**config.mk**
```make
export PLATFORM = sky130hd
export DESIGN_NAME = seq_divider
export DESIGN_NICKNAME = d
export VERILOG_FILES = /design/src/rtl/div_pkg.sv /design/src/rtl/div_step.sv /design/src/rtl/seq_divider.sv
export SDC_FILE = /design/constraint.sdc
export NUM_CORES = 1
export LEC_CHECK = 0
export BUFFER_PORTS_ARGS = -buffer_cell sky130_fd_sc_hd__buf_2
export CAP_MARGIN = 20
export CORE_ASPECT_RATIO = 0.8
export CORE_MARGIN = 10
export CORE_UTILIZATION = 31
export CTS_BUF_LIST = sky130_fd_sc_hd__clkbuf_8
export CTS_CLUSTER_DIAMETER = 50
export DETAILED_ROUTE_END_ITERATION = 7
export GPL_ROUTABILITY_DRIVEN = 0
export GPL_TIMING_DRIVEN = 0
export HOLD_SLACK_MARGIN = 0.08
export PLACE_DENSITY_LB_ADDON = 0.05
export SETUP_SLACK_MARGIN = 0.4
export SKIP_CTS_REPAIR_TIMING = 1
export SLEW_MARGIN = 40
export SYNTH_ARGS = -nofsm -noshare
export SYNTH_HDL_FRONTEND = slang
export SYNTH_SLANG_ARGS = --single-unit
```
**constraint.sdc**
```tcl
create_clock -name clk -period 2.77 [get_ports clk]
set_input_delay 0.1385 -clock clk [delete_from_list [all_inputs] [get_ports clk]]
set_output_delay 0.1385 -clock clk [all_outputs]
set_load 0.01 [all_outputs]
```
**src/rtl/div_pkg.sv**
```systemverilog
// Shared definitions for the ALU's multi-cycle units: FSM state encodings
// and the result constant returned on divide-by-zero.
package div_pkg;

    localparam logic [1:0] DIV_IDLE = 2'd0;
    localparam logic [1:0] DIV_ITER = 2'd1;
    localparam logic [1:0] DIV_FIX  = 2'd2;
    localparam logic [1:0] DIV_DONE = 2'd3;

    // Divide-by-zero quotient is this bit replicated across the result width.
    localparam logic DIV_ZERO_Q_BIT = 1'b1;

endpackage

```
**src/rtl/div_step.sv**
```systemverilog
// One combinational restoring-division step: shift {A,Q} left, trial-subtract M,
// restore on a negative result and shift the outcome bit into Q.
module div_step #(
    parameter int WIDTH = 32
) (
    input  logic [WIDTH:0]   a,
    input  logic [WIDTH-1:0] q,
    input  logic [WIDTH-1:0] m,
    output logic [WIDTH:0]   a_next,
    output logic [WIDTH-1:0] q_next
);

    logic [WIDTH:0] shifted;
    logic [WIDTH:0] diff;

    always_comb begin
        shifted = {a[WIDTH-1:0], q[WIDTH-1]};
        diff    = shifted - {1'b0, m};
        if (diff[WIDTH]) begin
            a_next = shifted;
            q_next = {q[WIDTH-2:0], 1'b0};
        end else begin
            a_next = diff;
            q_next = {q[WIDTH-2:0], 1'b1};
        end
    end

endmodule

```
**src/rtl/seq_divider.sv**
```systemverilog
// Multi-cycle signed/unsigned integer divider, one restoring step per clock,
// with a start/done handshake and early divide-by-zero completion.
module seq_divider
    import div_pkg::*;
#(
    parameter int WIDTH = 32
) (
    input  logic             clk,
    input  logic             rst_n,
    input  logic             start,
    input  logic             signed_op,
    input  logic [WIDTH-1:0] dividend,
    input  logic [WIDTH-1:0] divisor,
    output logic             busy,
    output logic             done,
    output logic [WIDTH-1:0] quotient,
    output logic [WIDTH-1:0] remainder,
    output logic             div_by_zero
);

    localparam int CW = $clog2(WIDTH);

    logic [1:0]       state;
    logic             neg_dvd;
    logic             neg_dvs;
    logic             zero_pend;
    logic [WIDTH:0]   acc;
    logic [WIDTH-1:0] qreg;
    logic [WIDTH-1:0] mreg;
    logic [CW-1:0]    cnt;
    logic [WIDTH:0]   acc_nxt;
    logic [WIDTH-1:0] q_nxt;

    div_step #(.WIDTH(WIDTH)) u_step (
        .a      (acc),
        .q      (qreg),
        .m      (mreg),
        .a_next (acc_nxt),
        .q_next (q_nxt)
    );

    always_ff @(posedge clk) begin
        if (!rst_n) begin
            state       <= DIV_IDLE;
            neg_dvd     <= 1'b0;
            neg_dvs     <= 1'b0;
            zero_pend   <= 1'b0;
            acc         <= '0;
            qreg        <= '0;
            mreg        <= '0;
            cnt         <= '0;
            busy        <= 1'b0;
            done        <= 1'b0;
            quotient    <= '0;
            remainder   <= '0;
            div_by_zero <= 1'b0;
        end else begin
            done <= 1'b0;
            case (state)
                DIV_IDLE: begin
                    if (start) begin
                        neg_dvd     <= signed_op & dividend[WIDTH-1];
                        neg_dvs     <= signed_op & divisor[WIDTH-1];
                        qreg        <= (signed_op && dividend[WIDTH-1]) ? -dividend : dividend;
                        mreg        <= (signed_op && divisor[WIDTH-1])  ? -divisor  : divisor;
                        acc         <= '0;
                        cnt         <= '0;
                        zero_pend   <= (divisor == '0);
                        div_by_zero <= 1'b0;
                        busy        <= 1'b1;
                        // A zero divisor skips the iterations but still takes the
                        // FIX edge, so done follows the accept by exactly two cycles.
                        state       <= (divisor == '0) ? DIV_FIX : DIV_ITER;
                    end
                end
                DIV_ITER: begin
                    acc  <= acc_nxt;
                    qreg <= q_nxt;
                    cnt  <= cnt + 1'b1;
                    if (cnt == CW'(WIDTH - 1)) begin
                        state <= DIV_FIX;
                    end
                end
                DIV_FIX: begin
                    if (zero_pend) begin
                        // Undo the magnitude conversion to hand back the raw dividend.
                        quotient    <= {WIDTH{DIV_ZERO_Q_BIT}};
                        remainder   <= neg_dvd ? -qreg : qreg;
                        div_by_zero <= 1'b1;
                    end else begin
                        quotient    <= (neg_dvd ^ neg_dvs) ? -qreg : qreg;
                        remainder   <= neg_dvd ? -acc[WIDTH-1:0] : acc[WIDTH-1:0];
                    end
                    done  <= 1'b1;
                    busy  <= 1'b0;
                    state <= DIV_DONE;
                end
                DIV_DONE: begin
                    state <= DIV_IDLE;
                end
                default: begin
                    state <= DIV_IDLE;
                end
            endcase
        end
    end

endmodule

```
# Word level (Yosys, flattened, before mapping)
# Index checks and enable logic that the tools add are counted.
[classes]
reduce_logical = 11
mux = 25
bitwise = 3
n_eq_ne = 7
add_sub_neg = 6
[ops]
columns = ["operator", "count"]
rows = [
  ["32-bit 2-to-1 mux", 10],
  ["32-bit negator", 4],
  ["32-bit case mux with 2 select lines", 2],
  ["33-bit by 32-bit subtractor with 33-bit output", 1],
  ["32-bit zero test", 1],
  ["5-bit case mux with 2 select lines", 1],
  ["2-bit case mux with 4 select lines", 1],
  ["2-bit AND reduction", 4],
  ["2-bit 2-to-1 mux", 3],
  ["2-bit inequality test (second input constant)", 3],
  ["5-bit by 1-bit adder with 5-bit output (second input constant)", 1],
  ["5-bit equality test (second input constant)", 1],
  ["1-bit 2-to-1 mux", 5],
  ["5-bit 2-to-1 mux", 1],
  ["2-bit equality test (second input constant)", 2],
  ["1-bit case mux with 2 select lines", 2],
  ["2-bit nonzero test", 2],
  ["3-bit AND reduction", 1],
  ["1-bit bitwise AND", 2],
  ["2-bit by 1-bit equality test with 1-bit output (second input constant)", 1],
  ["1-bit logical AND", 2],
  ["2-bit zero test", 1],
  ["1-bit XOR", 1],
]
[word_totals]
out_inout_bits = 67
reg_bits = 173
inputBits = 68
elab_cells = 65

# Longest topological paths before layout
# Gate-level depths: netlist of run 1.
[depth]
ltp_word = 4
depth_mapped = 13
mapped_depth_nobuf = 12

# Modules after synthesis
# From an unflattened synthesis of run 1, not the netlist that was laid out.
[unflattened]
hier_cells = 1714
hier_area_um2 = 13177.6
[by_module_without_submodules]
columns = ["mod", "cells_each", "seq_area_each_um2", "n_inst", "area_each_um2"]
rows = [
  ["seq_divider", 1323, 3483.3, 1, 10455.0],
  ["div_step", 391, 0.0, 1, 2722.6],
]

# Worst setup path before layout of run 1
# Ideal clock, no wire load.
[synth_path]
path_kind = "register -> register"
startpoint = "register qreg[31]"
endpoint = "register acc[10]"
required_ps = 2642
path_stages_with_launch = 14
path_slack_ps = -143
arrival_ps = 2785
setup_ps = 128
period_less_slack_ps = 2913
path_buffers = 1
cell_sequence = "dfxtp_1 -> inv_1 -> ha_1 -> fa_1 -> nand2b_1 -> a21oi_1 -> o31a_1 -> a31o_2 -> a31oi_1 -> o21ai_1 -> xnor2_1 -> buf_2 -> mux2i_1 -> o21ai_0"
[synth_between]
elab_chain_cells = 3
[synth_rtl]
columns = ["element", "line_no", "text"]
rows = [
  ["start, declared", "seq_divider.sv:28", "logic [WIDTH-1:0] qreg;"],
  ["start signal, assigned", "seq_divider.sv:64", "qreg <= (signed_op && dividend[WIDTH-1]) ? -dividend : dividend;"],
  ["start signal, assigned", "seq_divider.sv:78", "qreg <= q_nxt;"],
  ["33-bit by 32-bit subtractor with 33-bit output", "div_step.sv:18", "diff = shifted - {1'b0, m};"],
  ["32-bit 2-to-1 mux", "div_step.sv:19", "if (diff[WIDTH]) begin"],
  ["32-bit case mux with 2 select lines", "seq_divider.sv:59", "case (state)"],
  ["end signal, assigned", "seq_divider.sv:77", "acc <= acc_nxt;"],
  ["end, declared", "seq_divider.sv:27", "logic [WIDTH:0] acc;"],
]
# No other way between the ends.
# A chain may end at the register's enable or synchronous reset.

# Worst setup path after layout of run 1
[layout_path]
startpoint = "register qreg[31]"
endpoint = "register acc[2]"
# The elaborated chain is that of the path after synthesis.

==> results of run 1 <==
-- routing by layer --
metal	track usage [%]	wire (um)	part of all wire [%]
met1	30.8	25300	53
met2	27.4	19500	41
met3	3.82	2760	5.7
met4	3.57	482	1.0
met5	0	0	0
-- final cells by class --
type | instances | area [um2]
plain buffers | 108 | 551
clock buffers | 17 | 234
clock inverters | 15 | 189
fillers | 3792 | 21300
inverters | 58 | 225
multi-input cells | 1216 | 8710
flip-flops and latches | 173 | 3510
well taps | 487 | 609
repair buffers | 229 | 1640
-- flip-flops by register name (all words and copies together), names as in the netlist --
| signal | flops |
|---|---|
| zero_pend | 1 |
| acc | 32 |
| div_by_zero | 1 |
| neg_dvd | 1 |
| quotient | 32 |
| busy | 1 |
| neg_dvs | 1 |
| state | 2 |
| cnt | 5 |
| done | 1 |
| remainder | 32 |
| mreg | 32 |
| qreg | 32 |
-- synth_stat cells, types with 8 or more instances --
library cell  number
nand2_1          189
dfxtp_1          173
nor2_1           162
o21ai_0          129
a21oi_1          128
xnor2_1           94
clkbuf_1          92
inv_1             57
xor2_1            57
ha_1              41
a211oi_1          38
mux2i_1           36
o22ai_1           32
nand2b_1          29
nand3_1           27
o31ai_1           26
nor3_1            23
a31oi_1           18
o211ai_1          16
or3_1             15
or4_1             13
nand3b_1          12
o41ai_1           11
buf_1             10
a32oi_1            9
and3_1             8
nor4_1             8
-- final timing paths --
check,cells past startpoint,slack [ps],to
min,4,40,qreg[26]
max,14,-290,acc[2]
min reg2reg,2,460,mreg[31]
max reg2reg,14,-290,acc[2]
-- power groups by stage --
stage               clock [mW]  combinational (mW)  sequential, mW
floorplan                    0                4.32            3.55
global placement             0                6.33            3.63
detailed placement           0                6.33            3.65
CTS                       2.06                6.35            3.59
global route              2.15                8.79            3.71
finish                    2.01                8.11            3.65
-- per-stage QoR --
stage / setup TNS, ps / area, um2 / setup slack, ps / std cells / hold WS [ps]
floorplan: 0 / 11900 / 86.9 / 1554 / 274
global placement: -22870 / 13200 / -685 / 2174 / 442
detailed placement: -23070 / 13200 / -676 / 2174 / 448
CTS: -22940 / 13600 / -725 / 2206 / -104
global route: -15040 / 15700 / -422 / 2303 / 73.5
finish: -9460 / 15700 / -295 / 2303 / 42.3
-- kinds of logic after synthesis --
| group | count (synthesis) | share of synthesized area [%] |
|---|---|---|
| flip-flops | 173 | 29.9 |
| buffers and inverters | 166 | 5.44 |
| XOR/XNOR | 151 | 11.4 |
| multiplexers | 38 | 3.40 |
| adder cells (fa/ha/maj) | 42 | 4.60 |
| AO/OA/AOI/OAI | 459 | 24.2 |
| AND/OR/NAND/NOR | 525 | 21.1 |
-- worst max-delay path, delay by kind of cell, from the launching register on --
kind                     cells  cell delay (ps)
AO/OA/AOI/OAI                6             1100
adder cells (fa/ha/maj)      2              500
buffers and inverters        3              410
flip-flops                   1              390
multiplexers                 1              180
AND/OR/NAND/NOR              1              160
XOR/XNOR                     1              160
==> results.md, run 1 <==
* Ports at 135
* Tightest Hold Check Type: in -> reg
* Logic pwr share at 58.9%
* Clk pwr share at 14.6%
* DRT Wirelength at 48.1 mm
* Layout area overhead at 35.1%
* Initial Util at 31.4%
* Top-area cell type share of the netlist area at 29.9%
* GRT Overall Usage at 19.8%
* Detailed-router iteration count before antenna repair at 5
* CP Capture Type: register
* Psw at 6.43 mW
* Cell Pwr Density at 879 nW/um2
* Finish-stage setup viols at 50
* Die ar. at 45,600 um2
* Worst path max stage delay at 390 ps
* Largest net degree at the start of global routing at 17
* Final nets at 1,913
* Worst Setup SP: qreg[31]
* Post-synth EDFFs at 0
* Worst slew pin tran at 1040 ps
* Max Root-Sink Buffers at 2
* Outcome: finished, violations left
* Power, Total at 13.8 mW
* Initial antenna violation count at 1
* Drt initial violations at 1,186
* Root Driver: clkbuf_8
* Hold Path Origin: dividend[26]
* Syn. warnings at 0
* Core Area at ~37,000 um2
* Total CTS buffers at 17
* Pleak at a little over 6 nW
* Fraction of registers with async set/reset at 0%
* Mean Syn Cell Area at 7.46 um2
* Most frequent cells in the layout: nand2_1, nor2_1, dfxtp_1
* Final Max Slew Viols at 0
* Grt ovf at 0
* Clock Skew at 21.4 ps
* I/O Buffers at about 130
* DR vias at roughly 12,000
* Netlist cell types at 71
* Synth area leaders: dfxtp_1, xnor2_1, nand2_1
* Most common cell after layout, fill and taps aside: nand2_1
* Crit-path cells: inv_4 > ha_4 > fa_2 > nand2b_4 > a21oi_4 > o31a_1 > a31o_4 > a31oi_4 > o21ai_4 > xnor2_4 > buf_12 > clkbuf_16 > mux2i_1 > o21ai_1
* Die Ht at 193 um
* Synth area leader: dfxtp_1
* Vias in the first global route at 11,200
* Critical path required time at approximately 3200 ps
* MaxCap Viol Count at 0
* Post-layout min period at 3060 ps
* WP data arrival at 3450 ps
* CP max FO at 7
* Net Count, Synth at 1,664
* Dpl hpwl at 37.1 mm
* RSZ-0062 raised after global routing: yes
* Total clock sinks at ~170
* Cell Int Power at 7.34 mW
* Switching Fraction at a little under half
* Startpoint Class: register
* Kind of critical path: reg -> reg
* Slew Limit Headroom at 30.6%
* Util after Layout at 42.4%
* Drc violations at 0
* First-pass GRT wire length at roughly 70 mm
* Leading register cell type out of synthesis: dfxtp_1
* Synthesized flop and latch total at 173
* DIE WIDTH at 236 um
* CTS tree: built
* Maximum VDD drop at 0.000484 V
* Slowest cell on the critical path: dfxtp_2
* Failing checks: setup timing
* Max Fclk at ~0.33 GHz
* CTS H-Tree Depth at 4
* FF-to-FF Start: qreg[31]
* Synthesized instance count at 1,554
* Final hold viol count at 0
* Sequential share of power at 26.5%
* Clk_lat worst skew at 530 ps
* WL/cell at around 21 um
* Core Rows at 63
* # diodes at 0
* Crit share post-route at 111%
* Synthesized cell area at 11,600 um2
* Vias per std cell at 5.36
* Clock slew seen by the registers of the worst setup and hold paths at between 100 and 150 ps
* Share of cells above drive strength 1 at 25.9%
* Post-synthesis sequential area ratio at ~30%
* Antenna-violating nets left at 0
* Final WS setup at -295 ps
Power figures use the tool's default switching activity.
==> run 2: changes to the inputs <==
--- a/config.mk
+++ b/config.mk
@@ -9,7 +9,7 @@
 export CAP_MARGIN = 20
 export CORE_ASPECT_RATIO = 0.8
 export CORE_MARGIN = 10
-export CORE_UTILIZATION = 31
+export CORE_UTILIZATION = 45
 export CTS_BUF_LIST = sky130_fd_sc_hd__clkbuf_8
 export CTS_CLUSTER_DIAMETER = 50
 export DETAILED_ROUTE_END_ITERATION = 7
==> results.md, run 2 (same netlist as run 1, synthesis figures left out) <==
* Total CTS buffers at 17 (unchanged)
* WL/cell at 20.5 um (-1.8%)
* Kind of critical path: reg -> reg
* Crit share post-route at 109% (-1.5 points)
* Die Ht at 164 um (-15%)
* Vias per std cell at 5.87 (+9.6%)
* Post-layout min period at 3020 ps (-41.3 ps)
* Slew Limit Headroom at 34.0% (+3.4 points)
* Max Fclk at 0.331 GHz (+1.4%)
* Layout area overhead at 30.7%
* Critical path buffers and inverters at 0 (-3)
* Area post-placement at 13,000 um2 (-1.6%)
* Final nets at 1,895 (-0.94%)
* Dpl cells at 2,011 (-7.5%)
* CP top delay family: compound AO/OA/AOI/OAI gates
* Clock slew seen by the registers of the worst setup and hold paths at 100 ps (about the same)
* Final Max Slew Viols at 0 (unchanged)
* DR vias at 12,500 (+1.0%)
* Final WS setup at -254 ps (+41.3 ps)
* CP max FO at 6 (-1)
* Share of cells above drive strength 1 at 24.4% (-1.5 points)
* Die ar. at 32,600 um2 (-28%)
* DIE WIDTH at 199 um (-16%)
* Root Driver: clkbuf_8
* Cell Int Power at 7.08 mW (-3.5%)
* Dpl hpwl at 32.8 mm (-12%)
* # diodes at 0 (unchanged)
* Clk_lat worst skew at 500 ps (-30 ps)
* Outcome: finished, violations left
* Tightest Hold Check Type: in -> reg
* Largest net degree at the start of global routing at 17 (unchanged)
* Fin Hold WS at 60.1 ps (+17.8 ps)
* Final instance area at 15,200 um2 (-3.3%)
* Max Root-Sink Buffers at 2 (unchanged)
* Drt initial violations at 1,320 (+11%)
* Grt ovf at 0 (unchanged)
* Slowest cell on the critical path: dfxtp_1
* Final hold viol count at 0 (unchanged)
* CTS H-Tree Depth at 4 (unchanged)
* Initial antenna violation count at 0 (-1)
* Logic pwr share at 57.6% (-1.3 points)
* Detailed-router iteration count before antenna repair at 8 (+3)
* Antenna-violating nets left at 0 (unchanged)
* WP data arrival at 3420 ps (-30 ps)
* Psw at 6.11 mW (-5.0%)
* CP Capture Type: register
* Vias in the first global route at 11,200 (-0.31%)
* Switching Fraction at 46.3% (-0.38 points)
* Worst path max stage delay at 540 ps (+150 ps)
* CTS tree: built
* Crit-path cells: ha_1 > and4_1 > and2_1 > a41o_1 > a31o_2 > a211oi_2 > nor3_1 > or3b_4 > a32o_1
* First-pass GRT wire length at 63.9 mm (-8.7%)
* Critical path required time at 3170 ps (+20 ps)
* Drc violations at 0 (unchanged)
* Finish-stage setup viols at 45 (-10%)
* Maximum VDD drop at 0.000532 V (+10%)
* Setup WS pre-CTS at -505 ps (+171 ps)
* GRT Overall Usage at 24.9% (+5.1 points)
* Initial Util at 45.8% (+14 points)
* Core Area at 25,300 um2 (-32%)
* Most frequent cells in the layout: nand2_1, nor2_1, dfxtp_1
* Final Non-Filler Cells at 2,122 (-7.9%)
* Number of fill cells at 2,330 (-39%)
* Pleak at 6.03 nW (-3.0%)
* Most common cell after layout, fill and taps aside: nand2_1
* Clk pwr share at 14.8% (+0.2 points)
* Core Rows at 52 (-17%)
* Cell Pwr Density at 870 nW/um2 (-1.0%)
* Clock Skew at 14.5 ps (-6.88 ps)
* Worst slew pin tran at 990 ps (-50.3 ps)
* I/O Buffers at 133 (unchanged)
* Sequential share of power at 27.6% (+1.1 points)
* RSZ-0062 raised after global routing: yes
* Failing checks: setup timing
* DRT Wirelength at 43.5 mm (-9.5%)
* MaxCap Viol Count at 0 (unchanged)
* Startpoint Class: register
* Total clock sinks at 173 (unchanged)
* Ports at 135 (unchanged)
-- run 2: changes by cell type in the layout (fill, tap and decap cells not counted), sizes merged --
cell         before  now
clkinv            7    6
buf             204  195
inv              62   61
clkbuf          112  109
dlygate4sd3      38   32
clkinvlp          1    3
-- run 2: per-layer routing --
| metal | track usage (%) | wire length, um |
|---|---|---|
| met5 | 0 | 0 |
| met4 | 5.22 | 704 |
| met3 | 4.24 | 3860 |
| met2 | 35.2 | 17800 |
| met1 | 38.2 | 21200 |
-- run 2: area by class of cell --
cell class                 count  area [um2]  share of cell area, %
buffer                       108         523                   3.45
clock buffer                  17         234                   1.54
clock inverter                15         188                   1.24
inverter                      58         223                   1.47
multi-input combinational   1216        8630                   56.9
sequential                   173        3500                   23.1
tap                          324         405                   2.68
timing repair buffer         211        1450                   9.58
-- run 2: path summary, 6_finish.rpt --
kind	end	slack, ps	cells after the start	startpoint
min reg2reg	mreg[15]	460	2	mreg[15]
max reg2reg	acc[31]	-250	9	acc[10]
min	mreg[9]	60	3	divisor[9]
max	acc[31]	-250	9	acc[10]
-- run 2: stage by stage --
step	utilization (%)	setup TNS, ps	power [mW]
detailed placement	51.4	-16950	9.73
global route	59.9	-11780	14.0
finish	59.9	-6880	13.2
global placement	51.4	-16560	9.65
CTS	53.1	-17040	11.7
floorplan	-	0	7.87
-- run 2: worst register-to-register path, cell delays in order (launching register included) --
cell and delay (ps):
dfxtp_1 540, ha_1 370, and4_1 250, and2_1 210, a41o_1 300, a31o_2 310
a211oi_2 240, nor3_1 80, or3b_4 390, a32o_1 240
-- run 2: power by group through the flow --
stage | clock [mW] | sequential [mW] | combinational (mW)
floorplan | 0 | 3.55 | 4.32
global placement | 0 | 3.61 | 6.04
detailed placement | 0 | 3.63 | 6.10
CTS | 1.98 | 3.57 | 6.12
global route | 2.07 | 3.68 | 8.22
finish | 1.95 | 3.63 | 7.60
